**src/rtl/uart_tx_serializer.sv**
```systemverilog
// UART transmit serializer: pops bytes from the TX FIFO and sends start, 7/8 data bits LSB first,
// optional parity and one stop bit, paced by a x16 baud enable. Parity exists only with UART_TX_PARITY_EN.
module uart_tx_serializer #(
  parameter int unsigned FIFO_RD_LAT = 2
) (
  input  logic       CLK,
  input  logic       RESET_N,
  input  logic       baud_en,
  input  logic       bit8,
`ifdef UART_TX_PARITY_EN
  input  logic       parity_en,
  input  logic       odd_n_even,
`endif
  input  logic       fifo_empty,
  input  logic [7:0] fifo_data,
  output logic       fifo_rd_n,
  output logic       tx,
  output logic       tx_busy,
  output logic       tx_done
);

  localparam int unsigned DATA_W = 8;
  localparam int unsigned TICK_W = 4;
  localparam int unsigned IDX_W  = 3;
  localparam int unsigned LAT_W  = 2;

  typedef enum logic [2:0] {
    IDLE   = 3'd0,
    FETCH  = 3'd1,
    START  = 3'd2,
    DATA   = 3'd3,
`ifdef UART_TX_PARITY_EN
    PARITY = 3'd4,
`endif
    STOP   = 3'd5
  } state_t;

  state_t              state_q, state_d;
  logic [TICK_W-1:0]   tick_q, tick_d;
  logic [IDX_W-1:0]    idx_q, idx_d;
  logic [LAT_W-1:0]    lat_q, lat_d;
  logic [DATA_W-1:0]   sh_q, sh_d;
  logic                par_q, par_d;
  logic                bit8_q, bit8_d;
  logic                tx_q, tx_d;
  logic                busy_q, busy_d;
  logic                done_q, done_d;
`ifdef UART_TX_PARITY_EN
  logic                par_en_q, par_en_d;
  logic                odd_q, odd_d;
`endif
  logic                strobe_c;
  logic                bit_end_c;
  logic [IDX_W-1:0]    last_c;

  // State and datapath registers
  always_ff @(posedge CLK or negedge RESET_N) begin
    if (!RESET_N) begin
      state_q  <= IDLE;
      tick_q   <= '0;
      idx_q    <= '0;
      lat_q    <= '0;
      sh_q     <= '0;
      par_q    <= 1'b0;
      bit8_q   <= 1'b0;
      tx_q     <= 1'b1;
      busy_q   <= 1'b0;
      done_q   <= 1'b0;
`ifdef UART_TX_PARITY_EN
      par_en_q <= 1'b0;
      odd_q    <= 1'b0;
`endif
    end else begin
      state_q  <= state_d;
      tick_q   <= tick_d;
      idx_q    <= idx_d;
      lat_q    <= lat_d;
      sh_q     <= sh_d;
      par_q    <= par_d;
      bit8_q   <= bit8_d;
      tx_q     <= tx_d;
      busy_q   <= busy_d;
      done_q   <= done_d;
`ifdef UART_TX_PARITY_EN
      par_en_q <= par_en_d;
      odd_q    <= odd_d;
`endif
    end
  end

  // Next-state, bit timing and serial data
  always_comb begin
    state_d   = state_q;
    tick_d    = tick_q;
    idx_d     = idx_q;
    lat_d     = lat_q;
    sh_d      = sh_q;
    par_d     = par_q;
    bit8_d    = bit8_q;
    tx_d      = tx_q;
    busy_d    = busy_q;
    done_d    = 1'b0;
    strobe_c  = 1'b0;
`ifdef UART_TX_PARITY_EN
    par_en_d  = par_en_q;
    odd_d     = odd_q;
`endif
    bit_end_c = baud_en && (&tick_q);
    last_c    = bit8_q ? IDX_W'(7) : IDX_W'(6);

    if (baud_en) begin
      tick_d = tick_q + TICK_W'(1);
    end

    case (state_q)
      IDLE: begin
        tx_d   = 1'b1;
        tick_d = '0;
        if (!fifo_empty) begin
          strobe_c = 1'b1;
          busy_d   = 1'b1;
          lat_d    = '0;
          state_d  = FETCH;
        end
      end
      FETCH: begin
        tx_d   = 1'b1;
        tick_d = '0;
        if (lat_q == LAT_W'(FIFO_RD_LAT - 1)) begin
          sh_d    = fifo_data;
          idx_d   = '0;
          par_d   = 1'b0;
          tx_d    = 1'b0;
          state_d = START;
        end else begin
          lat_d = lat_q + LAT_W'(1);
        end
      end
      START: begin
        // Frame format is latched here so mid-frame control changes cannot corrupt it
        if (bit_end_c) begin
          bit8_d   = bit8;
`ifdef UART_TX_PARITY_EN
          par_en_d = parity_en;
          odd_d    = odd_n_even;
`endif
          tx_d     = sh_q[0];
          par_d    = par_q ^ sh_q[0];
          sh_d     = sh_q >> 1;
          idx_d    = '0;
          state_d  = DATA;
        end
      end
      DATA: begin
        if (bit_end_c) begin
          if (idx_q == last_c) begin
            state_d = STOP;
            tx_d    = 1'b1;
`ifdef UART_TX_PARITY_EN
            if (par_en_q) begin
              state_d = PARITY;
              tx_d    = par_q ^ odd_q;
            end
`endif
          end else begin
            tx_d  = sh_q[0];
            par_d = par_q ^ sh_q[0];
            sh_d  = sh_q >> 1;
            idx_d = idx_q + IDX_W'(1);
          end
        end
      end
`ifdef UART_TX_PARITY_EN
      PARITY: begin
        if (bit_end_c) begin
          tx_d    = 1'b1;
          state_d = STOP;
        end
      end
`endif
      STOP: begin
        if (bit_end_c) begin
          tx_d    = 1'b1;
          done_d  = 1'b1;
          busy_d  = 1'b0;
          state_d = IDLE;
        end
      end
      default: begin
        tx_d    = 1'b1;
        busy_d  = 1'b0;
        state_d = IDLE;
      end
    endcase
  end

  // Strobe is issued in the IDLE cycle itself and held off while reset is asserted
  assign fifo_rd_n = ~(strobe_c & RESET_N);
  assign tx        = tx_q;
  assign tx_busy   = busy_q;
  assign tx_done   = done_q;

endmodule

```
**config.mk**
```make
export PLATFORM = sky130hd
export DESIGN_NAME = uart_tx_serializer
export DESIGN_NICKNAME = d
export VERILOG_FILES = /design/src/rtl/uart_tx_serializer.sv
export SDC_FILE = /design/constraint.sdc
export NUM_CORES = 1
export LEC_CHECK = 0
export CAP_MARGIN = 20
export CORE_MARGIN = 4
export CORE_UTILIZATION = 57
export DETAILED_ROUTE_END_ITERATION = 12
export PLACE_DENSITY_LB_ADDON = 0.05
export SETUP_SLACK_MARGIN = 0.15
export SYNTH_ARGS = -nofsm -noshare
export SYNTH_HDL_FRONTEND = slang
export SYNTH_SLANG_ARGS = --single-unit
export TNS_END_PERCENT = 30
```
**constraint.sdc**
```tcl
create_clock -name CLK -period 2.95 [get_ports CLK]
set_clock_uncertainty 0.05 [all_clocks]
set_input_delay 0.59 -clock CLK [delete_from_list [all_inputs] [get_ports CLK]]
set_output_delay 0.59 -clock CLK [all_outputs]
set_load 0.02 [all_outputs]
```
==> results of run 1 <==
flip-flops by register name, summed over array words and instances (netlist names):
register	cells
tx_busy	1
lat_q	2
tx	1
idx_q	3
tx_done	1
state_q	3
sh_q	8
tick_q	4
bit8_q	1
layer usage:
| metal | wire length [µm] | global-route usage (%) |
|---|---|---|
| met1 | 1010 | 21.2 |
| met2 | 1110 | 30.7 |
| met3 | 73 | 3.05 |
| met4 | 18 | 6.64 |
| met5 | 0 | 0 |
Yosys cell counts (all sizes together):
cell type	instances	area share, %
and4	1	0.72
clkbuf	1	0.31
nand2	9	3.0
dfrtp	23	47
a21oi	2	0.83
ha	3	3.1
a211o	1	1.4
xnor2	2	1.4
mux2	2	1.9
o21ai	6	2.5
nand3	8	3.3
and3	1	0.52
nor2b	1	0.52
a22o	2	1.4
o22ai	1	0.52
inv	3	0.93
o22a	7	5.1
o31ai	2	1.2
nand2b	2	1.7
o32ai	1	0.72
nor4	1	0.52
o21a	7	4.3
a311oi	1	0.72
a21boi	1	0.62
nor2	10	3.7
nand3b	1	0.62
nor3	2	0.83
buf	4	2.2
nand4	2	2.3
dfstp	1	2.2
mux2i	1	0.83
xor2	2	1.4
a21o	2	1.2
logic make-up after synthesis:
group | Yosys count | synth area share [%]
DFF | 24 | 49.6
muxes | 3 | 2.68
xor gates and xnor gates | 4 | 2.89
adders and majority gates | 3 | 3.10
AOI/OAI and AO/OA | 33 | 20.6
buffers and inverters | 8 | 3.40
and+or+nand+nor | 38 | 17.6
placed cells by master, fill, tap and decap left out, types with 3 or more instances in the layout:
cell | synthesis | layout
nand2_1 | 8 | 8
clkbuf_4 | 0 | 3
o21a_1 | 7 | 7
nor2_1 | 9 | 9
dfrtp_1 | 23 | 23
nand3_1 | 8 | 8
o21ai_1 | 5 | 5
clkdlybuf4s50_1 | 0 | 16
o22a_1 | 7 | 7
ha_1 | 3 | 3
where the power goes:
group,switching (mW),leakage (nW),internal [mW]
registers,0.0927,0.270,0.442
logic,0.149,0.306,0.170
clock network,0.0967,0.0210,0.0753
worst max-delay path, stage by stage:
cell	delay (ps)
clkdlybuf4s50_1	500
nor2_1	50
nand3_1	100
clkdlybuf4s50_1	600
final timing paths:
| path | endpoint | slack [ps] | depth (start not counted) |
|---|---|---|---|
| worst min-delay path | sh_q[3]$_DFFE_PN0P_ | 460 | 1 |
| min in group asynchronous | idx_q[1]$_DFFE_PN0P_ | 610 | 2 |
| worst max-delay path | fifo_rd_n | 470 | 4 |
| max in group asynchronous | tx$_DFFE_PN1P_ | 1960 | 2 |
| worst min register to register | sh_q[3]$_DFFE_PN0P_ | 460 | 1 |
| worst max register to register | sh_q[6]$_DFFE_PN0P_ | 1160 | 4 |
cell type report:
class                      instances  area (µm²)  share of cell area (%)
sequential                        24         602                    42.4
multi-input combinational         81         569                    40.1
timing repair buffer              17         168                    11.8
clock buffer                       4        36.3                    2.56
tap                               27        33.8                    2.38
inverter                           3        11.3                   0.793
through the flow:
step           hold slack [ps]  instance area, µm²  setup slack [ps]
3_3_place_gp               423                1380               486
4_1_cts                    461                1420               461
3_5_place_dp               431                1380               471
5_1_grt                    478                1420               382
2_1_floorplan              244                1210              1180
6_report                   458                1420               468
==> results.md, run 1 <==
* Final routed DRC violation total at 0
* Actual slew at the worst max-slew pin at 525 ps
* Initial Util at 61.2%
* Row cnt at 16
* Number of max-cap violations at 0
* Core Footprint at 1980 µm²
* Global-route wire length before repair at 3710 µm
* DRT iter0 DRCs at 11
* Worst rel slew slack at 64.9%
* Die Area at 2930 µm²
* Placed Cells at 152
* Initial antenna violation count at 0
* Vias at 912
* Vias in the first global route at 861
* CTS Buf Count at 3
* DRT Pass-1 Iters at 4
* Post-CTS Resized at 0
* Period Utilization, post-route at 84.1%
* Peak VDD IR at 484 µV
* Latest clock arrival within the worst-skew pair at 310 ps
* Area delta synth->final at 17.1%
* Post-synthesis sequential area ratio at 49.6%
* Die W at 54.1 µm
* Routed wire length at 2220 µm
* Post-layout util at 71.7%
* Antenna-violating nets left at 0
* Fillcell total at 147
* Average size of a mapped cell at 10.7 µm²
* GRT Overall Usage at 17.5%
* Largest net degree at the start of global routing at 25
* Final Setup Violations at 0
* Worst Setup SP: fifo_empty
* CTS sink count at 24
* Final cell count without fillers at 156
* Static leakage at 0.598 nW
* Arrival @ worst endpoint at 1840 ps
* Min-Delay Path Class: register to register
* Root Driver: clkbuf_4
* Status: finished, final reports clean
* Kind of critical path: input pin to primary output
* Slew Viols, Final at 0
* Critical-path maximum fanout at 3
* Syn Nets at 129
* Reg clk slew, reported paths at 130 ps
* Top Ports at 17
* CP startpoint kind: input pin
* Gate count of the mapped netlist at 113
* Setup bufs post-CTS at 0
* Die H at 54.1 µm
* ANT cells at 0
* Critical path data required time at 2310 ps
* Min-delay src: sh_q[3]$_DFFE_PN0P_
* Setup tns final at 0 ps
* Reg-to-reg startpoint: state_q[1]$_DFFE_PN0P_
* Drt wl/cell at 14.2 µm
* CTS tree: built
* Post-DR vias/cell at 5.85
* Synth Register Bits at 24
* Share of cells above drive strength 1 at 10.1%
* Global route total overflow at 0
* H-Tree Level Count at 1
* # nets final at 146
* Final GP Congestion at 0.771
* CTS max path bufs at 2
* CTS hold repair buffers at 0
* Synth Cell Area at 1210 µm²
* Total power at 1.03 mW
* Post-DP HPWL at 1610 µm
* Max Freq at 403 MHz
* Power per cell area at 722 nW/µm²
* Unique cell type count in the Yosys netlist at 41
* Minimum clock period at 2480 ps
* RSZ-0062 raised after global routing: no
* Synth warn at 0
* Final Hold Fails at 0
* CP endpoint kind: primary output
* IO buf count at 16
(Power assumes the default switching activity.)
==> inputs of run 2 (changes only) <==
--- a/config.mk
+++ b/config.mk
@@ -7,7 +7,7 @@
 export LEC_CHECK = 0
 export CAP_MARGIN = 20
 export CORE_MARGIN = 4
-export CORE_UTILIZATION = 57
+export CORE_UTILIZATION = 53
 export DETAILED_ROUTE_END_ITERATION = 12
 export PLACE_DENSITY_LB_ADDON = 0.05
 export SETUP_SLACK_MARGIN = 0.15
==> constraint.sdc (replaced) <==
create_clock -name CLK -period 2.35 [get_ports CLK]
set_clock_uncertainty 0.05 [all_clocks]
set_input_delay 0.47 -clock CLK [delete_from_list [all_inputs] [get_ports CLK]]
set_output_delay 0.47 -clock CLK [all_outputs]
set_load 0.02 [all_outputs]
==> run 2 against run 1 <==
Net effect:
- global-route usage down 1.3 points
- design area up 2.1%
- count of clock-buffer cells in the layout unchanged
- register-to-register slack worse by 650 ps
- combinational power up 33%
- routed wire length up 7.6%
- final cell count up 3.2%
- worst hold slack better by 2.1 ps
- power up 28%
- sequential cell count unchanged
- critical endpoint is now tx
- largest power group unchanged
- highest routed layer unchanged
==> results.md, run 2 (synthesis results as in run 1) <==
* Commonest non-fill, non-tap cell in the layout: dfrtp_1
* Post-DP HPWL at 1720 µm (+6.5%)
* Fillcell total at 173 (+18%)
* DRT Pass-1 Iters at 4 (unchanged)
* Die H at 55.8 µm (+3.2%)
* Post-layout util at 66.2% (-5.5 points)
* DRT iter0 DRCs at 4 (-7)
* Kind of critical path: register to primary output
* Worst path bufs/invs at 1 (-1)
* Setup tns final at 0 ps (unchanged)
* Period Utilization, post-route at 84.2%
* CP max stage delay at 600 ps (about the same)
* ANT cells at 0 (unchanged)
* RSZ-0062 raised after global routing: no
* Global route total overflow at 0 (unchanged)
* Max Freq at 506 MHz
* CP delay by family, top: buffers and inverters
* Die W at 55.8 µm (+3.2%)
* Largest net degree at the start of global routing at 25 (unchanged)
* Arrival @ worst endpoint at 1460 ps (-380 ps)
* Critical-path maximum fanout at 2 (-1)
* Root Driver: clkbuf_4
* Core Footprint at 2190 µm² (+11%)
* Minimum clock period at 1980 ps
* Row cnt at 17 (+1)
* R2R setup slack at 510 ps (-650 ps)
* Top Ports at 17 (unchanged)
* Reg-to-reg startpoint: state_q[2]$_DFFE_PN0P_
* Static leakage at 0.612 nW (+2.5%)
* Power per cell area at 902 nW/µm² (+25%)
* Post-route cell area at 1450 µm² (+2.1%)
* WP depth at 1 (-3)
* Final Hold Fails at 0 (unchanged)
* CTS sink count at 24 (unchanged)
* CP Capture Point: tx
* Most frequent cells in the layout: dfrtp_1, clkdlybuf4s50_1, nor2_1, nand3_1, nand2_1
* CP endpoint kind: primary output
* CTS Buf Count at 3 (unchanged)
* Actual slew at the worst max-slew pin at 564 ps (+38.4 ps)
* Number of max-cap violations at 0 (unchanged)
* # nets final at 150 (+2.7%)
* Worst path slowest cell: clkdlybuf4s50_1
* Final Setup Violations at 0 (unchanged)
* Final GP Congestion at 0.740 (-4.1%)
* Slew Viols, Final at 0 (unchanged)
* Global-route wire length before repair at 4080 µm (+9.8%)
* Drt wl/cell at 14.8 µm (+4.2%)
* Vias at 915 (+0.33%)
* Share of cells above drive strength 1 at 12.8% (+2.7 points)
* Top flop regs: sh_q: 8 flops, tick_q: 4 flops
* Post-DR vias/cell at 5.68 (-2.8%)
* Max reg flops at 8 (unchanged)
* Die Area at 3120 µm² (+6.4%)
* IO buf count at 16 (unchanged)
* Area delta synth->final at 19.6%
* Worst R2R End: sh_q[6]$_DFFE_PN0P_
* Worst Setup SP: tx$_DFFE_PN1P_
* Initial antenna violation count at 0 (unchanged)
* Most flops, register: sh_q
* Final routed DRC violation total at 0 (unchanged)
* H-Tree Level Count at 1 (unchanged)
* CTS tree: built
* Reg clk slew, reported paths at 130 ps (about the same)
* CP startpoint kind: register
* Min-Delay Path Class: register to register
* Critical path data required time at 1830 ps (-480 ps)
* Crit-path cells: clkdlybuf4s50_1
* Antenna-violating nets left at 0 (unchanged)
* GRT Overall Usage at 16.3% (-1.3 points)
* Peak VDD IR at 592 µV (+22%)
* CTS max path bufs at 2 (unchanged)
* Initial Util at 55.3% (-5.8 points)
* Routed wire length at 2380 µm (+7.6%)
* R2R cell count at 5 (+1)
* Latest clock arrival within the worst-skew pair at 310 ps (about the same)
* Worst rel slew slack at 62.3% (-2.6 points)
* Vias in the first global route at 898 (+4.3%)
* Placed inst area at 1410 µm² (+1.7%)
* Status: finished, final reports clean
-- run 2: cell count changes in the layout (fill, tap and decap cells not counted) --
cell	before	now
buf_4	1	5
dlygate4sd2_1	0	1
clkdlybuf4s50_1	16	15
-- run 2: what timing repair did --
item	4_1_cts	5_1_grt
hold endpoints to repair	0	0
setup endpoints to repair	1	0
gates resized for setup	1	0
buffers inserted	1	0
hold buffers	0	0
-- run 2: worst min-delay path by stage --
stage,cells past startpoint,to,slack (ps),startpoint
global placement,1,sh_q[1]$_DFFE_PN0P_,430,sh_q[1]$_DFFE_PN0P_
floorplan,0,bit8_q$_DFFE_PN0P_,120,RESET_N
finish,1,sh_q[3]$_DFFE_PN0P_,460,sh_q[3]$_DFFE_PN0P_
CTS,1,sh_q[3]$_DFFE_PN0P_,460,sh_q[3]$_DFFE_PN0P_
global route,1,sh_q[6]$_DFFE_PN0P_,480,sh_q[6]$_DFFE_PN0P_
detailed placement,1,sh_q[2]$_DFFE_PN0P_,430,sh_q[2]$_DFFE_PN0P_
-- run 2: area by class of cell --
| class | count | area (µm²) | area share [%] |
|---|---|---|---|
| flip-flops and latches | 24 | 602 | 41.5 |
| multi-input cells | 81 | 569 | 39.3 |
| repair buffers | 21 | 196 | 13.5 |
| clock buffers | 4 | 36.3 | 2.50 |
| well taps | 28 | 35.0 | 2.42 |
| inverters | 3 | 11.3 | 0.777 |
-- run 2: routing by layer --
metal | GRT usage [%] | wire length [µm] | vias to the layer above
met5 | 0 | 0 | -
met4 | 6.10 | 20 | 0
met3 | 2.55 | 82 | 2
met2 | 27.7 | 1190 | 15
met1 | 20.8 | 1090 | 445
li1 | - | - | 453
-- run 2: metrics by stage --
stage	power (mW)	worst slack [ps]	cells	hold slack (ps)
after floorplan	0.972	700	113	124
after global placement	1.07	136	156	426
after detailed placement	1.10	117	156	431
after CTS	1.32	362	161	464
after global routing	1.40	317	161	484
final	1.31	372	161	460
-- run 2: where the power goes --
part	switching (mW)	internal, mW
Clock	0.121	0.0945
Combinational	0.203	0.221
Sequential	0.115	0.555
Total	0.438	0.870
==> inputs of run 3 (changes only) <==
--- a/config.mk
+++ b/config.mk
@@ -7,7 +7,7 @@
 export LEC_CHECK = 0
 export CAP_MARGIN = 20
 export CORE_MARGIN = 4
-export CORE_UTILIZATION = 53
+export CORE_UTILIZATION = 48
 export DETAILED_ROUTE_END_ITERATION = 12
 export PLACE_DENSITY_LB_ADDON = 0.05
 export SETUP_SLACK_MARGIN = 0.15
==> constraint.sdc (replaced) <==
create_clock -name CLK -period 1.65 [get_ports CLK]
set_clock_uncertainty 0.05 [all_clocks]
set_input_delay 0.33 -clock CLK [delete_from_list [all_inputs] [get_ports CLK]]
set_output_delay 0.33 -clock CLK [all_outputs]
set_load 0.02 [all_outputs]
==> run 3 against run 2 <==
Net effect:
- non-clock buffer count increased by 10
- power increased by 46%
- sequential power increased by 44%
- global-route usage increased by 0.15 points
- sequential cell count unchanged
- clock power increased by 27%
- worst setup slack got worse by 290 ps
- final cell count increased by 6.8%
- die area increased by 8.9%
- count of clock-buffer cells in the layout unchanged
- utilization increased by 0.58 points
- design area increased by 5.8%
- largest cell class unchanged
==> results.md, run 3 (synthesis results as in run 1) <==
* Status: finished, final reports clean
* Die H at 58.3 µm (+4.3%)
* Pint at 1.25 mW (+44%)
* DRT Pass-1 Iters at 4 (unchanged)
* Max Freq at 640 MHz
* Die W at 58.3 µm (+4.3%)
* Switch Pwr at 0.657 mW (+50%)
* Vias at 964 (+5.4%)
* Minimum clock period at 1560 ps
* H-Tree Level Count at 1 (unchanged)
* Arrival @ worst endpoint at 1730 ps (+270 ps)
* # nets final at 161 (+7.3%)
* Row cnt at 17 (unchanged)
* Final Hold Fails at 0 (unchanged)
* Latest clock arrival within the worst-skew pair at 310 ps (about the same)
* Post-DP HPWL at 1970 µm (+15%)
* CP startpoint kind: register
* Final GP Congestion at 0.800 (+8.2%)
* Total power at 1.91 mW (+46%)
* ANT cells at 0 (unchanged)
* Peak VDD IR at 1030 µV (+73%)
* GRT Overall Usage at 16.4% (+0.15 points)
* Global-route wire length before repair at 4270 µm (+4.8%)
* Initial Util at 52.8% (-2.6 points)
* Worst rel slew slack at 79.9% (+18 points)
* RSZ-0062 raised after global routing: yes
* Max reg flops at 8 (unchanged)
* Most flops, register: sh_q
* Area of the multi-input gates at 599 µm² (+5.3%)
* IO buf count at 16 (unchanged)
* Power per cell area at 1240 nW/µm² (+38%)
* Share of cells above drive strength 1 at 21.5% (+8.7 points)
* Top flop regs: sh_q: 8 flops, tick_q: 4 flops
* Commonest non-fill, non-tap cell in the layout: dfrtp_1
* Kind of critical path: register to register
* Worst setup margin at 86.9 ps (-285 ps)
* CTS max path bufs at 2 (unchanged)
* Largest net degree at the start of global routing at 25 (unchanged)
* Antenna-violating nets left at 0 (unchanged)
* Global route total overflow at 0 (unchanged)
* DRT iter0 DRCs at 26 (+22)
* Top Ports at 17 (unchanged)
* Crit-path cells: ha_4 > nand4_4 > a211o_2 > o22a_1 > o21a_1
* CTS tree: built
* Critical path data required time at 1810 ps (-20 ps)
* Combinational Power Share at 35.1% (+2.8 points)
* Period Utilization, post-route at 94.7%
* Seq pwr share at 50.6% (-0.6 points)
* Area delta synth->final at 26.5%
* Sw Share at 34.4% (+0.94 points)
* Slew Viols, Final at 0 (unchanged)
* Final Setup Violations at 0 (unchanged)
* Critical-path maximum fanout at 7 (+5)
* Reg clk slew, reported paths at 140 ps (about the same)
* Final routed DRC violation total at 0 (unchanged)
* Actual slew at the worst max-slew pin at 302 ps (-262 ps)
* Clock network power share at 14.2% (-2.2 points)
* Die Area at 3390 µm² (+8.9%)
* Root Driver: clkbuf_4
* Initial antenna violation count at 0 (unchanged)
* Min-Delay Path Class: input pin to async pin
* Post-DR vias/cell at 5.60 (-1.4%)
* Dpl ws at -258 ps (-375 ps)
* Drt wl/cell at 14.6 µm (-1.2%)
* Number of max-cap violations at 0 (unchanged)
* CP max stage delay at 430 ps (-170 ps)
* Reg area at 602 µm² (unchanged)
* CTS Buf Count at 3 (unchanged)
* Worst path slowest cell: dfrtp_1
* Static leakage at 0.662 nW (+8.0%)
* CTS hold repair buffers at 0 (unchanged)
* Most frequent cells in the layout: dfrtp_1, buf_4, clkdlybuf4s50_1, nor2_1
* Core Footprint at 2300 µm² (+4.9%)
* CTS sink count at 24 (unchanged)
* Vias in the first global route at 944 (+5.1%)
* CP endpoint kind: register
* Fillcell total at 185 (+6.9%)
* Routed wire length at 2520 µm (+5.6%)
[run 3: cell types whose count changed in the layout (fill, tap and decap cells not counted)]
cell             delta
buf_4              +10
clkdlybuf4s50_1     -3
buf_2               +2
a211o_2             +1
clkbuf_1            +1
clkbuf_8            -1
dlygate4sd2_1       +1
ha_1                -1
ha_4                +1
xnor2_1             -1
xnor2_2             +1
[run 3: power groups by stage]
stage,Combinational (mW),Clock (mW),Sequential (mW)
6_report,0.670,0.272,0.966
5_1_grt,0.749,0.304,0.993
4_1_cts,0.639,0.277,0.968
3_5_place_dp,0.646,0,0.981
3_3_place_gp,0.612,0,0.968
2_1_floorplan,0.460,0,0.951
[run 3: what timing repair did]
action	CTS	global route
pin swaps	4	1
setup buffers	0	2
gates cloned	0	1
resized for setup	10	1
setup endpoints to repair	15	16
[run 3: per-layer routing]
layer | vias to the layer above | global-route usage, % | share of wire (%)
li1 | 478 | - | -
met1 | 465 | 21.1 | 44
met2 | 17 | 28.1 | 51
met3 | 4 | 2.23 | 3.3
met4 | 0 | 5.96 | 1.2
met5 | - | 0 | 0
[run 3: path summary, 6_finish.rpt]
path,startpoint,end,slack [ps],cells after the start
worst max-delay path,tick_q[1]$_DFFE_PN0P_,sh_q[1]$_DFFE_PN0P_,90,5
worst min-delay path,RESET_N,lat_q[1]$_DFFE_PN0P_,360,2
worst max register to register,tick_q[1]$_DFFE_PN0P_,sh_q[1]$_DFFE_PN0P_,90,5
worst min register to register,sh_q[3]$_DFFE_PN0P_,sh_q[3]$_DFFE_PN0P_,460,1
max in group asynchronous,RESET_N,tx$_DFFE_PN1P_,890,2
min in group CLK,sh_q[3]$_DFFE_PN0P_,sh_q[3]$_DFFE_PN0P_,460,1
[run 3: area by class of cell]
class	count	area share [%]
Sequential cell	24	39.2
Clock buffer	4	1.71
Inverter	3	0.734
Tap cell	28	2.28
Multi-Input combinational cell	82	39.1
Timing Repair Buffer	31	17.0
[run 3: per-stage QoR]
| step | area, µm² | utilization [%] | instances | hold slack (ps) | TNS, ps |
|---|---|---|---|---|---|
| after floorplan | 1220 | - | 113 | -15.6 | 0 |
| after global placement | 1490 | 64.8 | 165 | 424 | -2530 |
| after detailed placement | 1490 | 64.8 | 165 | 431 | -2980 |
| after CTS | 1500 | 65.4 | 169 | 372 | 0 |
| after global routing | 1530 | 66.8 | 172 | 392 | 0 |
| final | 1530 | 66.8 | 172 | 358 | 0 |
[run 3: critical path, delay by kind of cell, from the launching register on]
kind | cells | cell delay, ps
and+or+nand+nor | 1 | 130
adders and majority gates | 1 | 180
DFF | 1 | 430
AOI/OAI and AO/OA | 3 | 670
